--- config.mk ---
export PLATFORM = sky130hd
export DESIGN_NAME = cmp_share_arbiter
export DESIGN_NICKNAME = d
export VERILOG_FILES = /design/src/rtl/cmp_share_arbiter_pkg.sv /design/src/rtl/cmp_share_arbiter_cmp.sv /design/src/rtl/cmp_share_arbiter.sv
export SDC_FILE = /design/constraint.sdc
export NUM_CORES = 1
export LEC_CHECK = 0
export BUFFER_PORTS_ARGS = -buffer_cell sky130_fd_sc_hd__clkbuf_2
export CAP_MARGIN = 10
export CORE_UTILIZATION = 37
export CTS_CLUSTER_SIZE = 28
export DETAILED_ROUTE_END_ITERATION = 8
export SLEW_MARGIN = 20
export SYNTH_ARGS = -nofsm -noshare
export SYNTH_HDL_FRONTEND = slang
export SYNTH_SLANG_ARGS = --single-unit
--- constraint.sdc ---
create_clock -name clk -period 2.7 [get_ports clk]
set_input_delay 0.54 -clock clk [delete_from_list [all_inputs] [get_ports clk]]
set_output_delay 0.54 -clock clk [all_outputs]
set_load 0.02 [all_outputs]
--- src/rtl/cmp_share_arbiter_pkg.sv ---
// Shared definitions for the comparator-sharing arbiter.
//   state_t          : FSM state encoding (IDLE / CMP / RESP)
//   DEF_NREQ/WIDTH/IDW : default instance sizing
package cmp_share_arbiter_pkg;

    typedef enum logic [1:0] {
        ST_IDLE = 2'd0,
        ST_CMP  = 2'd1,
        ST_RESP = 2'd2
    } state_t;

    localparam int DEF_NREQ  = 4;
    localparam int DEF_WIDTH = 4;
    localparam int DEF_IDW   = 2;

endpackage

--- src/rtl/cmp_share_arbiter_cmp.sv ---
// Unsigned magnitude comparator, purely combinational.
// Ports:
//   a, b       : WIDTH-bit unsigned operands
//   gt, lt, eq : a > b, a < b, a == b (exactly one is set)
module magnitude_comparator #(
    parameter int WIDTH = 4
) (
    input  logic [WIDTH-1:0] a,
    input  logic [WIDTH-1:0] b,
    output logic             gt,
    output logic             lt,
    output logic             eq
);

    assign gt = (a > b);
    assign lt = (a < b);
    assign eq = (a == b);

endmodule

--- src/rtl/cmp_share_arbiter.sv ---
// Shares one magnitude comparator between NREQ requesters with round-robin
// arbitration. One comparison is in flight at a time; the result is
// registered and tagged with the owning requester id.
// Ports:
//   clk, rst_n            : clock, asynchronous active-low reset
//   req_valid/req_ready   : per-requester handshake, req_ready is a one-hot grant
//   req_a/req_b           : packed operands, requester i at [i*WIDTH +: WIDTH]
//   rsp_valid/rsp_ready   : result handshake
//   rsp_id                : owner of the result
//   rsp_gt/rsp_lt/rsp_eq  : unsigned compare result
//   busy                  : an operation is in progress
//
// state   | meaning
// --------+---------------------------------------------------------
// IDLE    | waiting for a request; grant is combinational this cycle
// CMP     | latched operands drive the comparator; result registered
// RESP    | result presented, held until rsp_ready
module cmp_share_arbiter
    import cmp_share_arbiter_pkg::*;
#(
    parameter int NREQ  = DEF_NREQ,
    parameter int WIDTH = DEF_WIDTH,
    parameter int IDW   = DEF_IDW
) (
    input  logic                  clk,
    input  logic                  rst_n,
    input  logic [NREQ-1:0]       req_valid,
    output logic [NREQ-1:0]       req_ready,
    input  logic [NREQ*WIDTH-1:0] req_a,
    input  logic [NREQ*WIDTH-1:0] req_b,
    output logic                  rsp_valid,
    input  logic                  rsp_ready,
    output logic [IDW-1:0]        rsp_id,
    output logic                  rsp_gt,
    output logic                  rsp_lt,
    output logic                  rsp_eq,
    output logic                  busy
);

    state_t           state;
    logic [IDW-1:0]   rr_ptr;
    logic [IDW-1:0]   id_q;
    logic [WIDTH-1:0] a_q;
    logic [WIDTH-1:0] b_q;

    logic             cmp_gt;
    logic             cmp_lt;
    logic             cmp_eq;

    logic [IDW:0]     pick;
    logic             grant_vld;
    logic [IDW-1:0]   grant_id;

    // Returns {found, index} of the first valid requester at or after ptr,
    // wrapping modulo NREQ. Scanning offsets from high to low lets the
    // smallest offset overwrite the result last, so it wins.
    function automatic logic [IDW:0] rr_pick(
        input logic [NREQ-1:0] valid,
        input logic [IDW-1:0]  ptr
    );
        logic           found;
        logic [IDW-1:0] idx;
        logic [IDW-1:0] j;
        found = 1'b0;
        idx   = '0;
        for (int k = NREQ - 1; k >= 0; k--) begin
            j = IDW'((int'(ptr) + k) % NREQ);
            if (valid[j]) begin
                found = 1'b1;
                idx   = j;
            end
        end
        return {found, idx};
    endfunction

    assign pick      = rr_pick(req_valid, rr_ptr);
    assign grant_vld = pick[IDW] && (state == ST_IDLE);
    assign grant_id  = pick[IDW-1:0];

    // rst_n gates the grant so no requester sees ready while reset is held.
    always_comb begin
        req_ready = '0;
        if (grant_vld && rst_n) begin
            req_ready[grant_id] = 1'b1;
        end
    end

    assign busy = (state != ST_IDLE);

    magnitude_comparator #(
        .WIDTH (WIDTH)
    ) u_cmp (
        .a  (a_q),
        .b  (b_q),
        .gt (cmp_gt),
        .lt (cmp_lt),
        .eq (cmp_eq)
    );

    always_ff @(posedge clk or negedge rst_n) begin
        if (!rst_n) begin
            state     <= ST_IDLE;
            rr_ptr    <= '0;
            id_q      <= '0;
            a_q       <= '0;
            b_q       <= '0;
            rsp_valid <= 1'b0;
            rsp_id    <= '0;
            rsp_gt    <= 1'b0;
            rsp_lt    <= 1'b0;
            rsp_eq    <= 1'b0;
        end else begin
            case (state)
                ST_IDLE: begin
                    if (grant_vld) begin
                        a_q   <= req_a[grant_id*WIDTH +: WIDTH];
                        b_q   <= req_b[grant_id*WIDTH +: WIDTH];
                        id_q  <= grant_id;
                        state <= ST_CMP;
                    end
                end
                ST_CMP: begin
                    rsp_gt    <= cmp_gt;
                    rsp_lt    <= cmp_lt;
                    rsp_eq    <= cmp_eq;
                    rsp_id    <= id_q;
                    rsp_valid <= 1'b1;
                    state     <= ST_RESP;
                end
                ST_RESP: begin
                    if (rsp_ready) begin
                        rsp_valid <= 1'b0;
                        // Explicit wrap keeps rr_ptr inside 0..NREQ-1 even
                        // when NREQ is not a power of two.
                        rr_ptr    <= (id_q == IDW'(NREQ - 1)) ? '0 : id_q + 1'b1;
                        state     <= ST_IDLE;
                    end
                end
                default: begin
                    state <= ST_IDLE;
                end
            endcase
        end
    end

endmodule

==> key figures <==
Cells and area
  • Antenna diodes: 0
  • Register area: 500 um^2
  • Multi-input gate area: 673 um^2
  • Post-layout nets: 222
  • Share of layout cells above drive strength 1: 0.401
  • Most common cell after layout, fill and taps aside: clkbuf_2
  • Synthesis-to-finish area growth: 25.0%
  • Commonest non-fill, non-tap cells in the layout: clkbuf_2 (49), dfrtp_1 (20), mux2i_1 (16), nor3_1 (16), inv_1 (9)
  • Final Cell Area: 1580 um^2
  • # fillers: 330

Pwr
  • Max VDD drop: 352 uV
  • NetSw: 0.684 mW
  • Flop pwr share: 0.338
  • Leak Pwr: 0.865 nW
  • Internal power: 0.942 mW
  • Clock group share of total power: 0.107
  • Power, Total: 1.63 mW
  • Pwr Density: 1030 nW/um^2
  • Combinational share of power: 0.555
  • Net Sw Frac: 0.421

STA
  • Fin crit period: 2.55 ns
  • Final cycle utilization of the critical path: 0.943
  • Setup_tns: 0 ns
  • Fin Hold WS: 0.203 ns
  • Final hold vios: 0
  • Layout Skew: 0.00612 ns
  • Worst-margin pin slew: 0.624 ns
  • Slew margin rel.: 0.584
  • Endpoints failing setup: 0
  • Max-slew violations: 0
  • Fmax: 393 MHz
  • RSZ-0062 raised after global routing: false

Floorplan
  • Die width: 60.5 um
  • IO Pins: 50
  • Die height: 60.5 um
  • Initial cell density of the core: 0.401
  • Core area: 3150 um^2
  • Row Count: 20
  • Die ar.: 3660 um^2

Clock tree
  • Clock-pin slew on the worst setup and hold paths: 0.11 ns
  • Post-cts resize count: 0
  • CTS sink cnt: 20
  • Num CTS Buffers: 3
  • Cts hold-fix bufs: 0
  • Root buf cell: clkbuf_4
  • TritonCTS clock tree: done
  • Setup bufs post-CTS: 0
  • Clock buffer depth: 2
  • Htree depth: 1
  • Clk_lat worst skew: 0.31 ns

Global route
  • GRT Overall Usage: 0.166
  • Global-route wire length before repair: 4.42 mm
  • Initial antenna violation count: 0
  • Largest net degree at the start of global routing: 22
  • Gr ovfl total: 0
  • Vias in the first global route: 1032

Yosys
  • Register area share after synthesis: 0.396
  • Synth Area in Simple Gates: 0.166
  • Post-synthesis adder-cell area fraction: 0.0495
  • Post-Synth XOR/XNOR Area: 0
  • Post-Synthesis Cell Area: 1260 um^2
  • Synthesized area per cell: 9.96 um^2
  • Syn Nets: 171
  • Post-synthesis mux area share: 0.174
  • YS warnings: 0
  • FF+latch count, synth: 20
  • Yosys cell types: 32
  • Synth Area in Compound Gates: 0.142
  • Largest family of logic cells by synthesized area: multiplexers
  • Post-Syn Instances: 127

Route
  • Via density: 4.96
  • Post-route ant nets: 0
  • DRC: 0
  • 1st-pass router iterations: 4
  • WL final: 2.76 mm
  • DR WL/cell: 12.5 um
  • Number of DRC markers after the initial detailed-route iteration: 35
  • Number of vias in the routed layout: 1097

Worst setup path
  • Setup CP Type: flop to primary output
  • Worst Setup End Kind: primary output
  • Crit path largest cell delay: 0.42 ns
  • Worst-path cell chain: or2_1, or2_2, or3_4, nor2_2, clkbuf_2
  • Critical path arrival: 2.01 ns
  • FF-to-FF path depth: 6
  • Crit path to: req_ready[3]
  • Worst Path Required: 2.16 ns
  • CP max-delay cell: dfrtp_1
  • Worst setup path start: state[0]$_DFFE_PN0P_
  • Reg2reg setup slack: 0.75 ns
  • Critical path peak fanout: 13
  • Worst R2R End: a_q[1]$_DFFE_PN0P_
  • CP Launch Type: flop
  • Origin of the critical flop-to-flop path: rr_ptr[1]$_DFFE_PN0P_

Worst hold path
  • Hold Path Class: input pin to async pin

Place
  • GP Congestion: 0.757
  • Post-detail-place hpwl: 2.24 mm
  • PortBufs: 49
  • Placed Area: 1550 um^2

Run
  • Max_cap viols: 0

Status
  • Outcome: finished, final reports clean
[per-stage QoR]
stage                     worst slack, ns  utilization  instances
after CTS                           0.127        0.502        221
after floorplan                     0.409            -        127
after global routing               0.0562        0.502        221
final                               0.154        0.502        221
after global placement              0.449        0.490        217
after detailed placement            0.394        0.490        217
[layer usage]
metal / part of all wire / track usage / up-vias
met5: 0 / 0 / -
met4: 0.0098 / 0.0519 / 0
met3: 0.041 / 0.0448 / 4
met2: 0.49 / 0.279 / 23
met1: 0.46 / 0.208 / 513
li1: - / - / 557
[power groups by stage]
stage / Combinational, mW / Sequential, mW / Clock (mW)
2_1_floorplan: 0.664 / 0.587 / 0
3_3_place_gp: 0.890 / 0.549 / 0
3_5_place_dp: 0.911 / 0.558 / 0
4_1_cts: 0.916 / 0.551 / 0.181
5_1_grt: 1.01 / 0.572 / 0.196
6_report: 0.902 / 0.550 / 0.173
[cell families after synthesis]
family	count (synthesis)
compound gates	25
flops	20
mux	21
fa+ha+maj	5
simple gates	39
buf+inv	17
[how the worst min path moves through the flow]
stage	startpoint	to	slack, ns	cells after the start
global route	rst_n	rsp_lt$_DFFE_PN0P_	0.20	2
finish	rst_n	rsp_lt$_DFFE_PN0P_	0.20	2
CTS	rst_n	rsp_gt$_DFFE_PN0P_	0.21	2
floorplan	rst_n	a_q[0]$_DFFE_PN0P_	0.24	0
detailed placement	state[1]$_DFFE_PN0P_	rsp_valid$_DFFE_PN0P_	0.47	1
global placement	state[1]$_DFFE_PN0P_	rsp_valid$_DFFE_PN0P_	0.46	1
[final cells by class]
class	instances	share of cell area
inverters	9	0.0214
multi-input cells	90	0.426
clock buffers	4	0.0229
flip-flops and latches	20	0.316
repair buffers	54	0.179
well taps	44	0.0348
[Yosys cell counts]
library cell   n  share of area
o22a_2         1         0.0079
o22ai_1        1         0.0049
mux2_2         4          0.036
a21oi_1        4          0.016
buf_2          3          0.012
or3b_1         1         0.0069
a21boi_0       1         0.0059
nor2b_1        1         0.0049
nor2_2         2         0.0099
buf_6          1         0.0089
nor2_1         3         0.0089
or2_1          1         0.0049
nor3_1        16          0.063
nor4_1         1         0.0049
or2_2          2         0.0099
dfrtp_1       20           0.40
a211o_1        8          0.055
o31ai_1        1         0.0059
ha_1           5          0.049
clkbuf_1       3         0.0089
a21o_2         1         0.0069
nand2b_1       4          0.020
mux2_4         1          0.012
nand4_1        1         0.0049
buf_12         1          0.016
nand2_1        5          0.015
inv_1          9          0.027
or3_4          1         0.0089
o21ai_0        7          0.028
mux2i_1       16           0.13
o221ai_2       1          0.012
nand3_1        1         0.0040
[sequential cells by signal (all words and copies together) (netlist names)]
signal and count:
a_q 4, b_q 4, id_q 2, rr_ptr 2, rsp_eq 1, rsp_gt 1
rsp_id 2, rsp_lt 1, rsp_valid 1, state 2
[critical path, delay by kind of cell (launching register included)]
kind          cells  cell delay, ns
simple gates      4            1.11
flops             1            0.42
buf+inv           1            0.18
No activity file was read; power rests on OpenSTA's default activity.
